===== src/rtl/count_extender.sv =====
// Upper-count extension for a 4-bit upstream counter.
// It keeps the upper bits of the composite count, flags a sticky overflow, and
// queues {upper, counter} snapshots in a small first-word-fall-through FIFO.
// The FIFO has a registered head, valid and full, so the outputs have no
// combinational path from snap or snap_ready.
module count_extender #(
    parameter int UPPER_W = 12,
    parameter int DEPTH   = 4
) (
    input  logic                 clk,
    input  logic                 rst,
    input  logic                 en,
    input  logic                 co,
    input  logic [3:0]           counter,
    input  logic                 snap,
    output logic [UPPER_W+3:0]   snap_data,
    output logic                 snap_valid,
    input  logic                 snap_ready,
    output logic                 full,
    output logic                 ovf,
    output logic [3:0]           drop_cnt,
    output logic [UPPER_W-1:0]   upper
);

    localparam int AW = $clog2(DEPTH);
    localparam int DW = UPPER_W + 4;
    localparam logic [AW:0] OCC_ONE  = (AW+1)'(1);
    localparam logic [AW:0] OCC_FULL = (AW+1)'(DEPTH);

    // Upper count and overflow state
    logic [UPPER_W-1:0] upper_q, upper_d;
    logic               ovf_q, ovf_d;
    logic [3:0]         drop_q, drop_d;

    // FIFO state
    logic [DW-1:0]      mem [DEPTH];
    logic [AW-1:0]      wr_ptr_q, wr_ptr_d;
    logic [AW-1:0]      rd_ptr_q, rd_ptr_d;
    logic [AW-1:0]      rd_next;
    logic [AW:0]        occ_q, occ_d;
    logic [DW-1:0]      head_q, head_d;
    logic               valid_q, valid_d;
    logic               full_q, full_d;

    // Per-cycle events
    logic               inc;
    logic               pop;
    logic               push;
    logic               drop;
    logic [DW-1:0]      push_data;

    // co by itself never advances the upper count; the enable must agree.
    assign inc       = en & co;
    // Pops are qualified by the registered valid, so popping an empty FIFO does nothing.
    assign pop       = valid_q & snap_ready;
    // A full FIFO still accepts a snapshot when the head leaves in the same cycle.
    assign push      = snap & (~full_q | pop);
    assign drop      = snap & full_q & ~pop;
    // Snapshot uses the pre-increment upper value, matching what the counter shows now.
    assign push_data = {upper_q, counter};
    assign rd_next   = rd_ptr_q + 1'b1;

    // Upper count, sticky overflow and saturating drop counter next-state
    always_comb begin
        upper_d = upper_q;
        ovf_d   = ovf_q;
        drop_d  = drop_q;
        if (inc) begin
            upper_d = upper_q + 1'b1;
            if (&upper_q) begin
                ovf_d = 1'b1;
            end
        end
        if (drop && (drop_q != 4'hF)) begin
            drop_d = drop_q + 1'b1;
        end
    end

    // FIFO pointers, occupancy and registered head/valid/full next-state
    always_comb begin
        wr_ptr_d = wr_ptr_q;
        rd_ptr_d = rd_ptr_q;
        occ_d    = occ_q;
        head_d   = head_q;
        if (push) begin
            wr_ptr_d = wr_ptr_q + 1'b1;
        end
        if (pop) begin
            rd_ptr_d = rd_next;
        end
        case ({push, pop})
            2'b10:   occ_d = occ_q + OCC_ONE;
            2'b01:   occ_d = occ_q - OCC_ONE;
            default: occ_d = occ_q;
        endcase
        // The head only changes when the FIFO stays non-empty; otherwise it keeps the last value.
        if (occ_d != '0) begin
            if (pop) begin
                // Popping the only entry while pushing: the new snapshot becomes the head.
                if (occ_q == OCC_ONE) begin
                    head_d = push_data;
                end else begin
                    head_d = mem[rd_next];
                end
            end else if (occ_q == '0) begin
                head_d = push_data;
            end
        end
        valid_d = (occ_d != '0);
        full_d  = (occ_d == OCC_FULL);
    end

    // State registers; reset wins over every other event in the same cycle
    always_ff @(posedge clk) begin
        if (rst) begin
            upper_q  <= '0;
            ovf_q    <= 1'b0;
            drop_q   <= 4'h0;
            wr_ptr_q <= '0;
            rd_ptr_q <= '0;
            occ_q    <= '0;
            head_q   <= '0;
            valid_q  <= 1'b0;
            full_q   <= 1'b0;
        end else begin
            upper_q  <= upper_d;
            ovf_q    <= ovf_d;
            drop_q   <= drop_d;
            wr_ptr_q <= wr_ptr_d;
            rd_ptr_q <= rd_ptr_d;
            occ_q    <= occ_d;
            head_q   <= head_d;
            valid_q  <= valid_d;
            full_q   <= full_d;
        end
    end

    // Storage entries; contents need no reset because occupancy gates their use
    generate
        for (genvar gi = 0; gi < DEPTH; gi++) begin : g_entry
            // Write this entry when it is the current write target
            always_ff @(posedge clk) begin
                if (!rst && push && (wr_ptr_q == AW'(gi))) begin
                    mem[gi] <= push_data;
                end
            end
        end
    endgenerate

    assign snap_data  = head_q;
    assign snap_valid = valid_q;
    assign full       = full_q;
    assign ovf        = ovf_q;
    assign drop_cnt   = drop_q;
    assign upper      = upper_q;

endmodule


===== config.mk =====
export PLATFORM = sky130hd
export DESIGN_NAME = count_extender
export DESIGN_NICKNAME = d
export VERILOG_FILES = /design/src/rtl/count_extender.sv
export SDC_FILE = /design/constraint.sdc
export NUM_CORES = 1
export LEC_CHECK = 0
export ABC_AREA = 1
export BUFFER_PORTS_ARGS = -buffer_cell sky130_fd_sc_hd__buf_2
export CORE_MARGIN = 5
export CORE_UTILIZATION = 51
export DETAILED_ROUTE_END_ITERATION = 10
export PLACE_DENSITY = 0.69
export SYNTH_ARGS = -nofsm -noshare
export SYNTH_HDL_FRONTEND = slang
export SYNTH_SLANG_ARGS = --single-unit

===== constraint.sdc =====
create_clock -name clk -period 5.4 [get_ports clk]
set_clock_uncertainty 0.05 [all_clocks]
set_input_delay 1.08 -clock clk [delete_from_list [all_inputs] [get_ports clk]]
set_output_delay 1.08 -clock clk [all_outputs]
set_load 0.005 [all_outputs]

After elaboration in Yosys (flattened, before gate mapping)
Memories as Yosys holds them, arrays and structs flattened.
Cells that the tools add are included.
{"block": "word_totals", "out_inout_bits": 35, "register_bits": 42, "word_cells": 69, "ramBits": 64, "mem_count": 1}
{"block": "op_classes", "n_eq_ne": 8, "reduce_logical": 16, "mux": 21, "bitwise": 8, "n_addsub": 6}
{"memory": "mem", "words": 4, "word_bits": 16, "rd": 1, "rd_clocked_by_memory_dff": 0, "wr": 1, "line": "36", "text": "logic [DW-1:0] mem [DEPTH];"}
{"operator": "$mux W16", "count": 6}
{"operator": "$reduce_or A16 Y1", "count": 3}
{"operator": "$reduce_and A13 Y1", "count": 1}
{"operator": "$add A12 B1 Y12 const B", "count": 1}
{"operator": "$mux W1", "count": 11}
{"operator": "$eq A2 B2 Y1 const B", "count": 3}
{"operator": "$logic_and A1 B1 Y1", "count": 6}
{"operator": "$mux W2", "count": 3}
{"operator": "$pmux W3 S2", "count": 1}
{"operator": "$and A1 B1 Y1", "count": 5}
{"operator": "$add A2 B1 Y2 const B", "count": 2}
{"operator": "$add A4 B1 Y4 const B", "count": 1}
{"operator": "$eq A2 B1 Y1 const B", "count": 2}
{"operator": "$ne A4 B4 Y1 const B", "count": 1}
{"operator": "$add A3 B1 Y3 const B", "count": 1}
{"operator": "$eq A3 B1 Y1 const B", "count": 1}
{"operator": "$eq A3 B3 Y1 const B", "count": 1}
{"operator": "$logic_not A3 Y1", "count": 1}
{"operator": "$reduce_bool A3 Y1", "count": 1}
{"operator": "$sub A3 B1 Y3 const B", "count": 1}
{"operator": "$logic_not A2 Y1", "count": 1}
{"operator": "$not A1 Y1", "count": 2}
{"operator": "$reduce_and A2 Y1", "count": 1}
{"operator": "$reduce_bool A2 Y1", "count": 1}
{"operator": "other kinds (2)", "count": 2}

Logic depth before layout (Yosys ltp)
Gate-level depths: netlist of run 1.
{"block": "depth", "depth_word": 11, "depth_mapped": 12, "ltp_nobuf": 12}

Worst setup path before layout of run 1
No wires, ideal clock.
{"block": "synth_path", "kind": "input to register", "start": "in snap_ready", "end": "mem mem[0][0] (netlist name) (enable)", "setup_time_ps": 389, "n_path_buf": 0, "t_required_ps": 4961, "t_arrival_ps": 2252, "cell_stages": 4, "path_slack_ps": 2710, "cell_sequence": "nand2_4 > a21oi_1 > nand2_1 > nor2_1"}
{"block": "synth_via", "elab_chain_len": 11, "elab_cells_between_ends": 25}
{"item": "start, declared", "line": "18", "text": "input logic snap_ready,"}
{"item": "$and A1 B1 Y1 (*)", "line": "55", "text": "assign pop = valid_q & snap_ready;"}
{"item": "$or A1 B1 Y1 (*)", "line": "57", "text": "assign push = snap & (~full_q | pop);"}
{"item": "$and A1 B1 Y1 (*)", "line": "57"}
{"item": "$logic_and A1 B1 Y1 (*)", "line": "143", "text": "if (!rst && push && (wr_ptr_q == AW'(gi))) begin"}
{"item": "$logic_and A1 B1 Y1", "line": "143"}
{"item": "$mux W1", "line": "143"}
{"item": "$mux W1 (not written as such)", "line": "144", "text": "mem[gi] <= push_data;"}
{"item": "$reduce_or A16 Y1 (no source line)"}
{"item": "$mux W2 (no source line) or $mux W1 (tied branches) (3 in a row)"}
{"item": "end, declared", "line": "36"}
Mark *: on every way between the ends. The rest lies on a longest branch, timed or not.

Worst setup path after layout of run 1
{"block": "layout_path", "start": "in snap_ready", "end": "mem mem[0][4] (netlist name) (enable)"}
The elaborated chain is that of the path after synthesis.

==> flow_summary.yaml, run 1 <==
clock_tree:
  root_buffer: "clkbuf_8"
  ctsLongestPathBuffers: 2
  post-cts-setup-buffers: 0
  clk-insertion-delay-late_ns: 0.36
  tritoncts.num_buffers: 9
  number_of_sinks_driven_by_the_clock_tree: 106
  clkTransAtPathRegs_ns: 0.09
  htreeDepth: 3
  clock_tree_from_tritoncts: "built"
  cts_resized: 0
  ctsHoldBuffers: 0
min_path:
  min-delay-start: "ovf"
  timing.hold.worst_path_depth: 2
  hold_path_class: "reg -> reg"
  sink_of_the_worst_hold_path: "ovf"
cells_and_area:
  fin_area_sq_um: 5080
  layout-area-overhead-vs-synth_pct: 11.9
  antenna_cells_inserted: 0
  final_layout_size_suffix_gt1_share_pct: 15.9
  final_nets: 537
global_route:
  antenna_found_initial: 0
  grtUsageTotal_pct: 18.1
  grt_use_met2_pct: 30.4
  grt_pass1_wl_mm: 15.8
  use_met3_pct: 2.73
  largest_net_degree_at_the_start_of_global_routing: 33
  gr-usage-met1_pct: 23.3
  grt_remaining_overflow: 0
  first_global_vias: 3158
  grt_busiest_layer: "met2"
yosys:
  synth_nets: 494
  syn_avg_cell_area_sq_um: 9.58
  synth_seq_cells: 106
  synthesis.instances: 474
  syn-cell-area_sq_um: 4540
  synth-warning-count: 0
  number_of_different_library_cells_in_the_post_synthesis_netlist: 29
  synth_sequential_area_ratio_pct: 60.9
routing:
  count_of_vias_placed_by_the_detailed_router: 3298
  remaining_drc_errors: 0
  route.final.wire_length_mm: 9.64
  drtAntennaViolNets: 0
  post_drt_via_cell_ratio: 5.23
  drtPass1Iterations: 4
  drt_iter0_markers: 159
  wl_per_cell_um: 15.3
timing:
  tightestPinTransition_ns: 1.35
  period_share_pct: 52.6
  layout_min_cycle_time_ns: 2.84
  setup_slack_ns: 2.56
  slew_viol_final: 0
  rsz0062_at_grt: "no"
  final_setup_fails: 0
  finalSetupTns_ns: 0
  max_freq_ghz: 0.352
  finalHoldViolations: 0
  slew_headroom_pct: 9.72
power_and_ir_drop:
  peak_ir_drop_on_the_vdd_network_uv: 195
  fin_total_pwr_uw: 1830
  p_per_area_nw_per_um2: 359
  total_leakage_power_uw: 0.00211
worst_setup_path:
  reg2reg_depth: 4
  r2r_end: "mem[0][4]"
  critical_path.slowest_cell: "nor2_1"
  timing.critical_path.arrival_ns: 2.76
  critPathMaxStageDelay_ns: 1.03
  timing.critical_path.to_type: "flop"
  critPathKind: "in -> reg"
  r2r-start: "snap_valid"
  rrSetupSlack_ns: 2.98
  highest_fanout_seen_on_the_critical_path: 16
  setup.worst_path.start_class: "input port"
  worst_path_cell_chain: "buf_2 -> nand2_4 -> a21oi_1 -> nand2_1 -> nor2_1"
  worst_ep_required_time_ns: 5.32
die:
  fp.coreArea_sq_um: 8680
  chipWidth_um: 104
  starting_density_of_the_core_pct: 52.3
  die_footprint_sq_um: 10900
  ios: 45
  std_cell_rows: 34
  die_h_um: 104
outcome:
  outcome: "finished clean"
flow_run:
  drv_cap: 0
placed_design:
  dpl_cell_area_sq_um: 4840
  post-dp-hpwl_mm: 6.73
  globalplace.congestion: 0.800
  pre_cts_ws_ns: 2.21
  port-buffer-count: 44
[per-layer routing]
| metal | routed length [um] | share of wire, % |
|---|---|---|
| met4 | 246 | 2.6 |
| met2 | 4800 | 50 |
| met3 | 508 | 5.3 |
| met1 | 4080 | 42 |
| met5 | 0 | 0 |
[power by group]
group | internal [uW] | switching (uW)
combinational | 113 | 197
clock | 319 | 256
sequential | 909 | 31.3
total | 1340 | 484
[synthesized netlist by cell type]
cell | number | area share, %
nand2_2 | 3 | 0.41
nor3b_1 | 1 | 0.17
inv_1 | 47 | 3.9
clkbuf_1 | 2 | 0.17
nor3_1 | 2 | 0.22
nand2_1 | 94 | 7.8
or2_1 | 1 | 0.14
buf_1 | 1 | 0.083
a22oi_1 | 3 | 0.50
nor2_2 | 4 | 0.55
and3_1 | 1 | 0.14
buf_2 | 12 | 1.3
nand3_2 | 10 | 2.2
nand2_4 | 1 | 0.25
xnor2_1 | 1 | 0.19
a31oi_1 | 1 | 0.14
nand3_4 | 1 | 0.39
nand3_1 | 16 | 1.8
clkinv_2 | 1 | 0.11
o22ai_1 | 2 | 0.28
nand4_1 | 3 | 0.41
edfxtp_1 | 64 | 42
buf_6 | 2 | 0.50
xor2_1 | 1 | 0.19
o21ai_0 | 33 | 3.6
nor2_1 | 62 | 5.1
a21oi_1 | 53 | 5.8
ha_1 | 10 | 2.8
dfxtp_1 | 42 | 19
[sequential cells by signal (all words and copies together), names as in the netlist]
signal,count
wr_ptr_q,2
mem,64
drop_cnt,4
full,1
snap_valid,1
ovf,1
snap_data,16
upper,12
rd_ptr_q,2
occ_q,3
[per-stage QoR]
stage               hold WS [ns]  util, %  cells
floorplan                  0.397        -    474
detailed placement         0.412     55.8    614
global placement           0.406     55.8    614
CTS                        0.428     58.5    630
finish                     0.423     58.5    630
global route               0.451     58.5    630
[cells by family after synthesis]
group	share of synthesized area (%)
AND/OR/NAND/NOR	19.5
buffers and inverters	6.06
AO/OA/AOI/OAI	10.4
adder cells (fa/ha/maj)	2.76
flip-flops	60.9
XOR/XNOR	0.386
[cells in the final DEF, fill, tap and decap left out, types with 2 or more instances in the layout]
master,synthesis,routed
bufinv_16,0,3
o21ai_0,33,33
nand3_2,10,10
clkbuf_8,0,10
a21oi_1,53,53
nand3_1,16,16
nand2_2,3,3
nand4_1,3,3
buf_2,12,44
buf_4,0,5
inv_1,47,47
nand2_1,94,94
nor2_1,62,62
nor2_2,4,4
nor3_1,2,2
edfxtp_1,64,64
o22ai_1,2,2
dfxtp_1,42,42
a22oi_1,3,3
ha_1,10,10
[critical path: cells and delay by family]
family	cells	cell delay [ns]
buf+inv	1	0.10
simple gates	3	1.29
compound gates	1	0.29
[area by class of cell]
class                   instances  area, sq um
fillers                       791         3600
flip-flops and latches        106         2760
multi-input cells             303         1500
repair buffers                 49          258
inverters                      48          181
clock buffers                  11          141
well taps                     108          135
clock inverters                 5          101
[how the worst max path moves through the flow]
| stage | depth (start not counted) | end | slack (ns) | startpoint |
|---|---|---|---|---|
| 6_report | 5 | mem[0][4] | 2.56 | snap_ready |
| 5_1_grt | 5 | mem[0][9] | 2.41 | snap_ready |
| 4_1_cts | 5 | mem[0][4] | 2.61 | snap_ready |
| 3_5_place_dp | 5 | mem[0][10] | 2.21 | snap |
| 3_3_place_gp | 5 | mem[0][1] | 2.26 | snap_ready |
| 2_1_floorplan | 4 | mem[0][0] | 2.71 | snap_ready |
No activity file was read; power rests on OpenSTA's default activity.
==> inputs of run 2 (changes only) <==
--- a/config.mk
+++ b/config.mk
@@ -10,7 +10,7 @@
 export CORE_MARGIN = 5
 export CORE_UTILIZATION = 51
 export DETAILED_ROUTE_END_ITERATION = 10
-export PLACE_DENSITY = 0.69
+export PLACE_DENSITY = 0.72
 export SYNTH_ARGS = -nofsm -noshare
 export SYNTH_HDL_FRONTEND = slang
 export SYNTH_SLANG_ARGS = --single-unit
==> constraint.sdc (replaced) <==
create_clock -name clk -period 2.3 [get_ports clk]
set_clock_uncertainty 0.05 [all_clocks]
set_input_delay 0.46 -clock clk [delete_from_list [all_inputs] [get_ports clk]]
set_output_delay 0.46 -clock clk [all_outputs]
set_load 0.005 [all_outputs]
==> run 2 against run 1 <==
Net effect: clock-buffer cell count rose by 3; first-iteration DRC count rose by 6.9%; power rose by 130%; register-to-register slack got worse by 2.7 ns; clock power rose by 110%; setup slack got worse by 2.3 ns; largest cell class unchanged; global-route usage rose by 0.48 points.
==> flow_summary.yaml, run 2 (synthesis gave the netlist of run 1 again) <==
routing:
  drt_iter0_markers: 170
  drtAntennaViolNets: 0
  remaining_drc_errors: 0
  drtPass1Iterations: 4
  route.final.wire_length_mm: 9.69
  wl_per_cell_um: 15.2
  post_drt_via_cell_ratio: 5.15
  count_of_vias_placed_by_the_detailed_router: 3288
power_and_ir_drop:
  fin_total_pwr_uw: 4200
  p_per_area_nw_per_um2: 819
  peak_ir_drop_on_the_vdd_network_uv: 478
  total_leakage_power_uw: 0.00215
flow_run:
  drv_cap: 0
min_path:
  timing.hold.worst_path_depth: 1
  hold_path_class: "in -> reg"
placed_design:
  port-buffer-count: 44
  dpl_cell_area_sq_um: 4910
  post-dp-hpwl_mm: 6.67
  globalplace.congestion: 0.805
clock_tree:
  htreeDepth: 3
  clock_tree_from_tritoncts: "built"
  ctsLongestPathBuffers: 2
  number_of_sinks_driven_by_the_clock_tree: 106
  clkTransAtPathRegs_ns: 0.10
  tritoncts.num_buffers: 9
  root_buffer: "clkbuf_8"
  cts_resized: 0
  post-cts-setup-buffers: 0
  clk-insertion-delay-late_ns: 0.36
  ctsHoldBuffers: 0
die:
  ios: 45
  die_h_um: 104
  die_footprint_sq_um: 10900
  chipWidth_um: 104
  fp.coreArea_sq_um: 8680
  starting_density_of_the_core_pct: 52.3
  std_cell_rows: 34
cells_and_area:
  largest_reg_flops: 64
  finish.utilization_pct: 59.2
  final_layout_size_suffix_gt1_share_pct: 17.5
  layout.cells.most_common_list: "94 x nand2_1, 64 x edfxtp_1, 62 x nor2_1"
  fin_area_sq_um: 5130
  final_nets: 546
  registers.top_by_ff_count: "mem"
  most_common_library_cell_in_the_layout_ignoring_fill_and_taps: "nand2_1"
  antenna_cells_inserted: 0
  layout.filler_cells: 764
  layout-area-overhead-vs-synth_pct: 13.1
timing:
  slew_headroom_pct: 66.3
  period_share_pct: 89.3
  timing.hold.ws_ns: 0.289
  finalSetupTns_ns: 0
  layout_min_cycle_time_ns: 2.05
  tightestPinTransition_ns: 0.502
  finalHoldViolations: 0
  slew_viol_final: 0
  rsz0062_at_grt: "no"
  final_setup_fails: 0
  max_freq_ghz: 0.487
global_route:
  antenna_found_initial: 0
  grt_pass1_wl_mm: 16.1
  largest_net_degree_at_the_start_of_global_routing: 33
  grtUsageTotal_pct: 18.5
  grt_remaining_overflow: 0
  first_global_vias: 3290
worst_setup_path:
  setup.worst_path.start_class: "flop"
  worst_ep_required_time_ns: 2.51
  timing.critical_path.arrival_ns: 2.27
  reg2reg_depth: 10
  critical_path.slowest_cell: "dfxtp_1"
  critPathKind: "reg -> reg"
  highest_fanout_seen_on_the_critical_path: 14
  timing.critical_path.to_type: "flop"
  worst_path_cell_chain: "inv_1 -> ha_1 -> or2_1 -> nand3_1 -> nand2_1 -> nor2_2 -> nand3_4 -> buf_4 -> a21oi_1 -> nor2_1"
  critPathMaxStageDelay_ns: 0.39
outcome:
  outcome: "finished clean"
-- run 2: worst max-delay path, delay by kind of cell, from the launching register on --
kind	cells	cell delay [ns]
flops	1	0.39
fa+ha+maj	1	0.22
compound gates	1	0.15
buf+inv	2	0.35
simple gates	6	0.80
-- run 2: layer usage --
layer | part of all wire (%) | vias up | wire length (um) | track usage, %
met5 | 0 | - | 0 | 0
met4 | 1.5 | 0 | 148 | 6.66
met3 | 5.9 | 8 | 575 | 3.54
met2 | 49 | 89 | 4750 | 31.2
met1 | 44 | 1513 | 4220 | 23.7
li1 | - | 1678 | - | -
-- run 2: worst paths after layout --
| kind | from | end | slack, ns |
|---|---|---|---|
| setup / recovery | occ_q[0] | snap_data[4] | 0.25 |
| hold / removal | counter[2] | mem[2][2] | 0.29 |
| setup reg to reg | occ_q[0] | snap_data[4] | 0.25 |
| hold reg to reg | ovf | ovf | 0.40 |
-- run 2: per-stage QoR --
| step | worst slack [ns] | instances |
|---|---|---|
| 2_1_floorplan | 0.230 | 474 |
| 3_3_place_gp | 0.397 | 623 |
| 3_5_place_dp | 0.242 | 623 |
| 4_1_cts | 0.244 | 639 |
| 5_1_grt | 0.113 | 639 |
| 6_report | 0.246 | 639 |
-- run 2: final cells by class --
| cell class | count | area, sq um | area share, % |
|---|---|---|---|
| inverters | 48 | 181 | 3.53 |
| clock inverters | 2 | 12.5 | 0.244 |
| repair buffers | 58 | 325 | 6.34 |
| well taps | 108 | 135 | 2.63 |
| flip-flops and latches | 106 | 2760 | 53.8 |
| clock buffers | 14 | 215 | 4.19 |
| multi-input cells | 303 | 1500 | 29.2 |
-- run 2: power by group --
| group | internal [uW] | switching, uW |
|---|---|---|
| Combinational | 288 | 488 |
| Clock | 614 | 609 |
| Sequential | 2130 | 68.5 |
| Total | 3040 | 1170 |
==> inputs of run 3 (changes only) <==
--- a/config.mk
+++ b/config.mk
@@ -7,10 +7,12 @@
 export LEC_CHECK = 0
 export ABC_AREA = 1
 export BUFFER_PORTS_ARGS = -buffer_cell sky130_fd_sc_hd__buf_2
+export CELL_PAD_IN_SITES_DETAIL_PLACEMENT = 0
+export CELL_PAD_IN_SITES_GLOBAL_PLACEMENT = 1
 export CORE_MARGIN = 5
-export CORE_UTILIZATION = 51
+export CORE_UTILIZATION = 41
 export DETAILED_ROUTE_END_ITERATION = 10
-export PLACE_DENSITY = 0.72
+export PLACE_DENSITY = 0.74
 export SYNTH_ARGS = -nofsm -noshare
 export SYNTH_HDL_FRONTEND = slang
 export SYNTH_SLANG_ARGS = --single-unit
==> run 3 against run 2 <==
Net effect: critical path depth unchanged; clock power fell by 15%; sequential share of layout area is 0.58 points lower; wire length up 4.4%; register-to-register slack better by 0.12 ns; power shrank 4.1%; sequential power barely moved; die area rose by 22%; design area is 1.1% higher; non-clock buffer count increased by 2; global-route usage fell by 2.1 points.
==> flow_summary.yaml, run 3 (synthesis gave the netlist of run 1 again) <==
routing:
  post_route_m1_wl_mm: 4.54
  drtAntennaViolNets: 0
  count_of_vias_placed_by_the_detailed_router: 3304
  post_drt_via_cell_ratio: 4.91
  wl_met3_um: 396
  met2_wirelength_mm: 5.05
  route.final.wire_length_mm: 10.1
  topRoutingLayerUsed: "met4"
  drtPass1Iterations: 4
  wl_per_cell_um: 15.0
  remaining_drc_errors: 0
  drt_iter0_markers: 157
timing:
  slew_viol_final: 0
  layout_min_cycle_time_ns: 1.93
  final_setup_fails: 0
  slew_headroom_pct: 69.7
  timing.hold.ws_ns: 0.277
  finalHoldViolations: 0
  period_share_pct: 84.0
  finalSetupTns_ns: 0
  rsz0062_at_grt: "no"
  tightestPinTransition_ns: 0.451
  max_freq_ghz: 0.518
cells_and_area:
  layout-area-overhead-vs-synth_pct: 14.3
  final_nets: 548
  most_common_library_cell_in_the_layout_ignoring_fill_and_taps: "nand2_1"
  antenna_cells_inserted: 0
  largest_reg_flops: 64
  final_layout_size_suffix_gt1_share_pct: 18.0
  registers.top_by_ff_count: "mem"
  finish.utilization_pct: 47.9
  layout.filler_cells: 1047
  layout.cells.most_common_list: "94 x nand2_1, 64 x edfxtp_1, 62 x nor2_1"
worst_setup_path:
  reg2reg_depth: 10
  critPathKind: "reg -> reg"
  r2r-start: "occ_q[0]"
  highest_fanout_seen_on_the_critical_path: 22
  r2r_end: "snap_data[3]"
  worst_ep_required_time_ns: 2.51
  timing.critical_path.arrival_ns: 2.14
  timing.critical_path.to_type: "flop"
  setup.worst_path.start_class: "flop"
  rrSetupSlack_ns: 0.37
clock_tree:
  clk-insertion-delay-late_ns: 0.37
  clock_tree_from_tritoncts: "built"
  cts_resized: 0
  number_of_sinks_driven_by_the_clock_tree: 106
  tritoncts.num_buffers: 9
  post-cts-setup-buffers: 0
  clkTransAtPathRegs_ns: 0.10
  ctsHoldBuffers: 0
  root_buffer: "clkbuf_8"
  ctsLongestPathBuffers: 2
  htreeDepth: 3
power_and_ir_drop:
  peak_ir_drop_on_the_vdd_network_uv: 494
  power.combinational.fraction_pct: 19.4
  power.net_switching_uw: 1170
  total_leakage_power_uw: 0.00214
  power_frac_seq_pct: 54.8
  p_per_area_nw_per_um2: 776
  p_sw_share_pct: 29.1
  cellInternalPower_uw: 2860
  p_clk_share_pct: 25.8
global_route:
  grt_remaining_overflow: 0
  antenna_found_initial: 0
  grt_pass1_wl_mm: 16.7
  first_global_vias: 3316
  grtUsageTotal_pct: 16.4
  largest_net_degree_at_the_start_of_global_routing: 33
min_path:
  sink_of_the_worst_hold_path: "mem[3][1]"
  min-delay-start: "counter[1]"
  timing.hold.worst_path_depth: 1
  hold_path_class: "in -> reg"
die:
  chipWidth_um: 115
  starting_density_of_the_core_pct: 41.9
  die_footprint_sq_um: 13300
  ios: 45
  std_cell_rows: 38
  die_h_um: 115
  fp.coreArea_sq_um: 10800
placed_design:
  globalplace.congestion: 0.755
  post-dp-hpwl_mm: 7.06
  port-buffer-count: 44
outcome:
  outcome: "finished clean"
flow_run:
  drv_cap: 0
-- run 3: critical path: stages (launching register included) --
cell and delay, ns:
dfxtp_1 0.40, inv_1 0.10, ha_1 0.21, or2_1 0.21, nand3_1 0.08, nand2_1 0.06, nor2_2 0.17, nand3_4 0.10
buf_4 0.24, a21oi_1 0.16, nor2_1 0.06
-- run 3: final cells by class --
type / count / area, sq um / share of cell area, %
sequential: 106 / 2760 / 53.2
multi-input combinational: 303 / 1500 / 28.9
tap: 140 / 175 / 3.38
clock inverter: 6 / 41.3 / 0.796
inverter: 48 / 181 / 3.50
clock buffer: 10 / 138 / 2.65
timing repair buffer: 60 / 390 / 7.52
-- run 3: stage by stage --
step / instances / cell area [sq um] / setup slack, ns / power, uW
floorplan: 474 / 4540 / 0.230 / 2790
global placement: 657 / 5010 / 0.401 / 3030
detailed placement: 657 / 5010 / 0.359 / 3050
CTS: 673 / 5190 / 0.352 / 4090
global route: 673 / 5190 / 0.161 / 4310
finish: 673 / 5190 / 0.368 / 4030
-- run 3: metal layers --
metal | GRT usage [%] | vias to the layer above
li1 | - | 1681
met2 | 27.5 | 61
met4 | 4.77 | 0
met3 | 3.42 | 7
met5 | 0 | -
met1 | 21.6 | 1555
-- run 3: power by group through the flow --
stage	clock network [uW]	registers (uW)	logic (uW)
global route	1170	2230	910
CTS	1090	2210	798
detailed placement	0	2250	796
finish	1040	2210	782
floorplan	0	2250	540
global placement	0	2250	785
-- run 3: worst max path at each step --
stage                from      endpoint  slack [ns]  depth (start not counted)
3_3_place_gp   snap_ready  snap_data[1]        0.40                         12
2_1_floorplan  snap_ready     mem[0][0]        0.23                          4
3_5_place_dp     occ_q[0]  snap_data[6]        0.36                         10
5_1_grt          occ_q[0]  snap_data[3]        0.16                          9
4_1_cts          occ_q[0]  snap_data[6]        0.35                         10
6_report         occ_q[0]  snap_data[3]        0.37                         10
